<file path="src/rtl/dp_tcdm_arbiter.sv">
// Dual-port TCDM arbiter: two requesters share one memory port.
// Round-robin selection with a registered "pending" hold while the memory
// stalls, plus an in-order ID FIFO that steers responses back to the
// requester that issued them.
// Optional burst lock is built when DP_TCDM_ARB_LOCK_EN is defined.
//
// Handshake semantics: a request transfers in the cycle where mem_req_o and
// mem_gnt_i are both high. The requester's gnt_o is that same condition
// qualified by its own selection. A response transfers in the cycle where
// mem_r_valid_i is high; it is routed combinationally to the FIFO head ID.
module dp_tcdm_arbiter #(
    parameter int unsigned DATA_WIDTH      = 32,
    parameter int unsigned ADDR_WIDTH      = 32,
    parameter int unsigned MAX_OUTSTANDING = 4
) (
    input  logic                    clk_i,
    input  logic                    rst_ni,
    input  logic                    clear_i,
    input  logic                    dp0_req_i,
    output logic                    dp0_gnt_o,
    input  logic [ADDR_WIDTH-1:0]   dp0_add_i,
    input  logic                    dp0_wen_i,
    input  logic [DATA_WIDTH/8-1:0] dp0_be_i,
    input  logic [DATA_WIDTH-1:0]   dp0_data_i,
    output logic                    dp0_r_valid_o,
    output logic [DATA_WIDTH-1:0]   dp0_r_data_o,
    input  logic                    dp1_req_i,
    output logic                    dp1_gnt_o,
    input  logic [ADDR_WIDTH-1:0]   dp1_add_i,
    input  logic                    dp1_wen_i,
    input  logic [DATA_WIDTH/8-1:0] dp1_be_i,
    input  logic [DATA_WIDTH-1:0]   dp1_data_i,
    output logic                    dp1_r_valid_o,
    output logic [DATA_WIDTH-1:0]   dp1_r_data_o,
`ifdef DP_TCDM_ARB_LOCK_EN
    input  logic                    dp0_lock_i,
    input  logic                    dp1_lock_i,
`endif
    output logic                    mem_req_o,
    output logic [ADDR_WIDTH-1:0]   mem_add_o,
    output logic                    mem_wen_o,
    output logic [DATA_WIDTH/8-1:0] mem_be_o,
    output logic [DATA_WIDTH-1:0]   mem_data_o,
    input  logic                    mem_gnt_i,
    input  logic                    mem_r_valid_i,
    input  logic [DATA_WIDTH-1:0]   mem_r_data_i,
    output logic                    err_o
);

    localparam int unsigned PTR_W = (MAX_OUTSTANDING > 1) ? $clog2(MAX_OUTSTANDING) : 1;
    localparam int unsigned CNT_W = $clog2(MAX_OUTSTANDING + 1);

    logic             last_q, last_d;          // last granted requester (1 = dp1)
    logic             pending_q, pending_d;    // stalled request being held
    logic             pending_id_q, pending_id_d;
    logic             id_q [MAX_OUTSTANDING];
    logic             id_d [MAX_OUTSTANDING];
    logic [PTR_W-1:0] wptr_q, wptr_d, rptr_q, rptr_d;
    logic [CNT_W-1:0] cnt_q, cnt_d;
    logic             err_q, err_d;

    logic full, any_req, lock_hold, sel_id, handshake, pop, head_id;

    function automatic logic [PTR_W-1:0] ptr_inc(input logic [PTR_W-1:0] p);
        return (p == PTR_W'(MAX_OUTSTANDING - 1)) ? '0 : p + 1'b1;
    endfunction

    // Requester selection and shared request path (no added latency).
    always_comb begin
        full    = (cnt_q == CNT_W'(MAX_OUTSTANDING));
        any_req = dp0_req_i | dp1_req_i;
`ifdef DP_TCDM_ARB_LOCK_EN
        lock_hold = last_q ? (dp1_lock_i & dp1_req_i) : (dp0_lock_i & dp0_req_i);
`else
        lock_hold = 1'b0;
`endif
        // A stalled request keeps priority so the memory sees stable inputs.
        if (pending_q && (pending_id_q ? dp1_req_i : dp0_req_i)) begin
            sel_id = pending_id_q;
        end else if (lock_hold) begin
            sel_id = last_q;
        end else if (dp0_req_i && dp1_req_i) begin
            sel_id = ~last_q;
        end else begin
            sel_id = dp1_req_i;
        end

        mem_req_o  = any_req & ~full;
        mem_add_o  = '0;
        mem_wen_o  = 1'b0;
        mem_be_o   = '0;
        mem_data_o = '0;
        if (mem_req_o) begin
            mem_add_o  = sel_id ? dp1_add_i  : dp0_add_i;
            mem_wen_o  = sel_id ? dp1_wen_i  : dp0_wen_i;
            mem_be_o   = sel_id ? dp1_be_i   : dp0_be_i;
            mem_data_o = sel_id ? dp1_data_i : dp0_data_i;
        end

        handshake = mem_req_o & mem_gnt_i;
        dp0_gnt_o = handshake & ~sel_id;
        dp1_gnt_o = handshake &  sel_id;

        // Response steering from the FIFO head.
        pop           = mem_r_valid_i & (cnt_q != '0);
        head_id       = id_q[rptr_q];
        dp0_r_valid_o = pop & ~head_id;
        dp1_r_valid_o = pop &  head_id;
        dp0_r_data_o  = mem_r_data_i;
        dp1_r_data_o  = mem_r_data_i;
        err_o         = err_q;
    end

    // Next-state for pointer, pending hold, ID FIFO and error flag.
    always_comb begin
        last_d       = last_q;
        pending_d    = mem_req_o & ~mem_gnt_i;
        pending_id_d = sel_id;
        id_d         = id_q;
        wptr_d       = wptr_q;
        rptr_d       = rptr_q;
        cnt_d        = cnt_q;
        err_d        = err_q;

        if (handshake) begin
            last_d       = sel_id;
            id_d[wptr_q] = sel_id;
            wptr_d       = ptr_inc(wptr_q);
        end
        if (pop) begin
            rptr_d = ptr_inc(rptr_q);
        end
        unique case ({handshake, pop})
            2'b10:   cnt_d = cnt_q + 1'b1;
            2'b01:   cnt_d = cnt_q - 1'b1;
            default: cnt_d = cnt_q;
        endcase
        if (mem_r_valid_i && (cnt_q == '0)) begin
            err_d = 1'b1;
        end

        // Clear wins over any push/pop in the same cycle.
        if (clear_i) begin
            last_d    = 1'b1;
            pending_d = 1'b0;
            wptr_d    = '0;
            rptr_d    = '0;
            cnt_d     = '0;
            err_d     = 1'b0;
        end
    end

    // State registers; reset leaves dp1 as last granted so dp0 wins first.
    always_ff @(posedge clk_i or negedge rst_ni) begin
        if (!rst_ni) begin
            last_q       <= 1'b1;
            pending_q    <= 1'b0;
            pending_id_q <= 1'b0;
            id_q         <= '{default: 1'b0};
            wptr_q       <= '0;
            rptr_q       <= '0;
            cnt_q        <= '0;
            err_q        <= 1'b0;
        end else begin
            last_q       <= last_d;
            pending_q    <= pending_d;
            pending_id_q <= pending_id_d;
            id_q         <= id_d;
            wptr_q       <= wptr_d;
            rptr_q       <= rptr_d;
            cnt_q        <= cnt_d;
            err_q        <= err_d;
        end
    end

endmodule

</file>
<file path="config.mk">
export PLATFORM = sky130hd
export DESIGN_NAME = dp_tcdm_arbiter
export DESIGN_NICKNAME = d
export VERILOG_FILES = /design/src/rtl/dp_tcdm_arbiter.sv
export SDC_FILE = /design/constraint.sdc
export NUM_CORES = 1
export LEC_CHECK = 0
export ABC_AREA = 1
export CORE_AREA = 2 2 121 123
export DETAILED_ROUTE_END_ITERATION = 12
export DIE_AREA = 0 0 123 125
export GPL_ROUTABILITY_DRIVEN = 0
export PLACE_DENSITY = 0.58
export SLEW_MARGIN = 0
export SYNTH_ARGS = -nofsm -noshare
export SYNTH_HDL_FRONTEND = slang
export SYNTH_SLANG_ARGS = --single-unit
</file>
<file path="constraint.sdc">
create_clock -name clk_i -period 3.4 [get_ports clk_i]
set_input_delay 0.51 -clock clk_i [delete_from_list [all_inputs] [get_ports clk_i]]
set_output_delay 0.51 -clock clk_i [all_outputs]
set_load 0.02 [all_outputs]
</file>
After elaboration in Yosys (flattened, before gate mapping)
Index checks and enable logic that the tools add are counted.
Widths: inputs -> output; s select.
- eq/ne operators: 5
- bitwise logic cells: 16
- add/subtract/negate cells: 4
- magnitude comparators: 3
- muxes and demuxes: 30
- reduce and logical (&&, ||, !) cells: 10
- operators with widths (kind ; number):
    $mux 32 ; 4
    $mux 1 ; 13
    $mux 2 ; 6
    $and 1x1->1 ; 8
    $mux 4 ; 2
    $eq 2x2->1 const B ; 3
    $ge 3x3->1 const B ; 2
    $not 2->3 ; 2
    $pmux 3 s2 ; 1
    $reduce_bool 2->1 ; 3
    $reduce_bool 3->1 ; 2
    $not 1->1 ; 5
    $add 2x1->2 const B ; 2
    $bwmux 4 ; 1
    $logic_and 1x1->1 ; 4
    $add 3x1->3 const B ; 1
    $eq 3x3->1 const B ; 1
    $logic_not 3->1 ; 1
    $lt 3x1->1 const B ; 1
    $mux 3 ; 1
    $sub 3x1->3 const B ; 1
    $bmux 1 s2 ; 1
    $demux 1 s2 ; 1
    $eq 2x1->1 const B ; 1
    $or 1x1->1 ; 1
- bits of input ports: 177
- logic and storage cells: 79
- output and inout bits: 139
- bits in registers: 15

Logic depth before layout (Yosys ltp)
Gate-level depths: netlist of the first run.
- depth after elaboration: 7
- depth in mapped cells: 12

Least setup slack after synthesis of the first run
OpenSTA, ideal clock, no wires.
- path kind: reg-to-output
- start point: reg last_q
- end point: out mem_data_o[10]
- stages on the path, launching flop included: 9
- arrival: 1.368 ns
- setup slack: 1.522 ns
- data required time: 2.890 ns
- cells stage by stage: dfstp_2 > inv_1 > nand2_1 > nand3_1 > nand2_2 > buf_6 > buf_2 > o21ai_0 > nor2_1
- cells in the longest elaborated chain, start to end: 5
- RTL lines (what ; line ; source):
    start, declared ; 53 ; logic last_q, last_d;
    start signal, assigned ; 165 ; last_q <= last_d;
    $not 1->1 ; 83 ; sel_id = ~last_q;
    $mux 1 ; 82 ; end else if (dp0_req_i && dp1_req_i) begin
    $mux 1 ; 78 ; if (pending_q && (pending_id_q ? dp1_req_i : dp0_req_i)) begin
    $mux 32 ; 97 ; mem_data_o = sel_id ? dp1_data_i : dp0_data_i;
    $mux 32 ; 93 ; if (mem_req_o) begin
    end, declared ; 43 ; output logic [DATA_WIDTH-1:0] mem_data_o,
Every way passes these cells.

Worst setup path in the final report of the first run
- start point: in dp1_req_i
- end point: out mem_add_o[1]
- cells in the longest elaborated chain, start to end: 5
- elaborated cells between the ends (all ways): 9
- those cells by class: 5 x mux; 2 x bitwise; 2 x reduce/logical
- RTL lines (what ; line ; source):
    start, declared ; 27 ; input logic dp1_req_i,
    $logic_and 1x1->1 / $mux 1 (equally long branches) ; 82, 78 ;
    $mux 1 / $logic_and 1x1->1 (equally long branches) ; 82, 78 ;
    $mux 1 ; 78 ;
    $mux 32 ; 94 ; mem_add_o = sel_id ? dp1_add_i : dp0_add_i;
    $mux 32 (*) ; 93 ;
    end, declared ; 40 ; output logic [ADDR_WIDTH-1:0] mem_add_o,
Every way passes the cells marked *; elsewhere a longest branch is shown, timed or not.

==> results.txt, run 1 <==
----------------------------------------------------
[Worst hold path]
  Start point of the worst min-delay path ... id_q[3]
  Type of the worst min-delay path ... flip-flop to flip-flop
  Worst Hold End ... id_q[3]
  Hold path cells ... 2

[Power and ir drop]
  Largest vdd supply drop ... 0.000211 V
  Design internal power ... 0.00101 W
  Power density of the placed cells ... 423 mW/mm2
  Clk pwr share ... 12.4%
  Switching part of the total power ... 44.0%
  Power share of the combinational group ... 72.4%
  Sequential group share of total power ... 15.2%
  Switching Power ... 0.000797 W
  Leakage power ... 1.72 nW

[GRT]
  Gr ovfl total ... 0
  Total GRT Usage ... 11.9%
  Maximum number of pins on one net before global-route repair ... 72
  Wire length of the first global-routing pass ... 14800 um
  Vias in the first global route ... 2939
  Antenna violations before repair ... 0

[Clock tree]
  CTS tree ... done
  Clock H-tree levels ... 1
  Clock buffer count from CTS ... 3
  Resized cells post-CTS ... 0
  Clock latency at the later pin of the worst-skew pair ... 0.24 ns
  Clock slew at the register clock pins of the worst setup and hold paths ... 0.04 ns
  Buffer depth of the longest clock path ... 2
  Hold bufs inserted after CTS ... 0
  CTS sink count ... 15
  Post-CTS setup buffers ... 0
  Cell at the root of the clock tree ... clkbuf_16

[Timing]
  Worst-case clock skew ... 0.00162 ns
  Total of endpoints with negative setup slack in the final report ... 0
  Fraction of the cycle the final worst path needs ... 88.9%
  Transition time at the pin with the least slew margin ... 0.685 ns
  Final worst path period need ... 3.02 ns
  Worst slew margin relative to its limit ... 54.2%
  Highest clock rate ... 331 MHz
  Max-slew violations ... 0
  RSZ-0062 raised after global routing ... no
  Hold Vio Cnt, Final ... 0
  Accumulated negative setup slack ... 0 ns
  Worst Setup Slack, final ... 0.378 ns

[Status]
  Outcome ... completed

[Synth]
  Post-synth cell types ... 29
  Post-synthesis instance area ... 0.00233 mm2
  Sequential share of the synthesized area ... 16.2%
  Synthesized instance count ... 390
  Count of state elements after synthesis ... 15
  Yosys warning count ... 0
  Synthesized area per cell ... 5.97 um2
  Number of nets in the synthesized netlist ... 572

[Critical path]
  Slowest-stage cell, CP ... clkdlybuf4s50_1
  Reg-to-reg critical path endpoint ... cnt_q[2]
  R2r setup slk ... 1.42 ns
  Critical path launch point type ... primary input
  CP peak stage delay ... 0.62 ns
  Worst Path Required ... 2.89 ns
  Worst path arrival time ... 2.51 ns
  Worst reg-to-reg path cell count ... 12
  Crit-path cells ... clkdlybuf4s50_1 > nor2_1 > inv_1 > nand2_2 > inv_2 > buf_4 > o21ai_0 > nor2_1 > clkdlybuf4s50_1
  Endpoint class of the critical path ... primary output
  Worst reg2reg path startpoint ... cnt_q[0]
  Crit-path max FO ... 28
  Crit path kind ... primary input to primary output

[Route]
  Routed length on met1 ... 3740 um
  Wire length on met3 ... 1430 um
  Detailed-route wire length per cell ... 14.4 um
  Met2 WL ... 4950 um
  Max layer used ... met4
  Number of violations reported at the end of detailed-routing iteration 0 ... 93
  Count of vias placed by the detailed router ... 3019
  Number of search-and-repair iterations in the first detailed-routing pass ... 4
  Number of nets with antenna violations after routing ... 0
  Vias/cell ... 4.22
  Total routed wirelength ... 10300 um
  Drt drc ... 0

[Place]
  Pre-CTS WS ... 0.357 ns
  Detailed placement HPWL ... 8270 um
  IO Port Bufs ... 219

[Floorplan]
  Die area ... 0.0154 mm2
  Placeable core region ... 0.0142 mm2
  Core Rows ... 44
  Die Y-Extent ... 125 um
  Die boundary width ... 123 um
  Number of top-level pins ... 316
  Starting density of the core ... 16.4%

[Cells and area]
  Ratio of cells with drive above 1 in the final layout ... 4.32%
  Area of combinational cells with multiple inputs ... 0.00127 mm2
  Leading cell type in the layout, fill and taps excluded ... clkdlybuf4s50_1
  Count of antenna diodes in the layout ... 0
  Post-layout nets ... 715
  Area growth from synthesis to layout ... 83.7%
  Highest-count cells in the layout ignoring fill and taps ... 219 x clkdlybuf4s50_1, 146 x nor2_1, 75 x o21ai_0
  Fill cell instance count of the final layout ... 1545
  Area of all sequential standard cells ... 377 um2

[Job]
  Reported max-cap violation count ... 0

----------------------------------------------------
metrics by stage:
stage / instance area, um2 / utilization [%] / hold slack (ns) / instances / power [W]
after floorplan: 2330 / - / 0.214 / 390 / 0.00107
after global placement: 4200 / 29.6 / 0.463 / 712 / 0.00157
after detailed placement: 4200 / 29.6 / 0.488 / 712 / 0.00160
after CTS: 4280 / 30.1 / 0.500 / 716 / 0.00183
after global routing: 4280 / 30.1 / 0.523 / 716 / 0.00194
final: 4280 / 30.1 / 0.495 / 716 / 0.00181
power by group through the flow:
stage,logic [W],registers [W],clock network [W]
2_1_floorplan,0.000801,0.000272,0
3_3_place_gp,0.00129,0.000274,0
3_5_place_dp,0.00132,0.000278,0
4_1_cts,0.00132,0.000275,0.000230
5_1_grt,0.00142,0.000283,0.000240
6_report,0.00131,0.000275,0.000225
logic make-up after synthesis:
group,count (synthesis),share of synthesized area (%)
adder cells (fa/ha/maj),5,3.01
AO/OA/AOI/OAI,85,19.0
buffers and inverters,102,29.4
flip-flops,15,16.2
XOR/XNOR,1,0.376
AND/OR/NAND/NOR,182,32.0
flip-flops by register name, summed over array words and instances (netlist names):
name          flops
pending_q         1
id_q              4
rptr_q            2
last_q            1
wptr_q            2
pending_id_q      1
err_o             1
cnt_q             3
synthesized netlist by cell type:
cell type	n	area, um2
inv_2	5	18.8
a21boi_4	1	18.8
nand2_1	17	63.8
nor2_1	146	548
clkinv_1	1	3.75
nand2_4	1	11.3
nand3_1	5	25.0
buf_2	8	40.0
a211oi_1	1	7.51
o21ai_1	3	15.0
a21oi_1	4	20.0
inv_1	10	37.5
buf_6	1	11.3
fa_1	1	20.0
nand4_1	3	18.8
dfstp_2	1	26.3
xnor2_1	1	8.76
o21ai_0	75	375
buf_4	76	571
o22ai_1	1	6.26
nand3b_1	1	7.51
and2_1	1	6.26
nand3_4	1	17.5
ha_1	4	50.1
nor2_4	1	11.3
nand2_2	5	31.3
buf_1	1	3.75
nor3_1	1	5.00
dfrtp_1	14	350
area by class of cell:
| class | instances | area share (%) |
|---|---|---|
| timing repair buffer | 224 | 53.0 |
| clock buffer | 4 | 1.84 |
| tap | 184 | 5.38 |
| inverter | 16 | 1.40 |
| multi-input combinational | 273 | 29.6 |
| sequential | 15 | 8.80 |
worst max path at each step:
stage / depth (start not counted) / start / slack (ns) / end
floorplan: 8 / last_q / 1.52 / mem_data_o[10]
finish: 9 / dp1_req_i / 0.38 / mem_add_o[1]
detailed placement: 9 / dp1_req_i / 0.36 / mem_add_o[1]
global route: 9 / dp1_req_i / 0.21 / mem_add_o[1]
global placement: 9 / dp1_req_i / 0.38 / mem_be_o[2]
CTS: 9 / dp1_req_i / 0.35 / mem_add_o[1]
layer usage:
| metal | vias to the layer above | GRT usage [%] |
|---|---|---|
| li1 | 1462 | - |
| met1 | 1331 | 12.4 |
| met2 | 201 | 22.3 |
| met3 | 25 | 4.38 |
| met4 | 0 | 3.07 |
| met5 | - | 0 |
critical path: cells and delay by family:
| family | cells | cell delay, ns |
|---|---|---|
| buffers and inverters | 5 | 1.58 |
| AND/OR/NAND/NOR | 3 | 0.26 |
| AO/OA/AOI/OAI | 1 | 0.16 |
(Power assumes the default switching activity.)
==> run 2, diff against run 1 <==
Settings changed: TNS_END_PERCENT set to 50.
==> results of run 2 <==
Same layout as run 1: the final DEF is identical, and so are final timing and power.
==> run 3, diff against run 2 <==
Settings changed: SETUP_SLACK_MARGIN set to 0.1.
==> results of run 3 <==
Same layout as run 1: the final DEF is identical, and so are final timing and power.
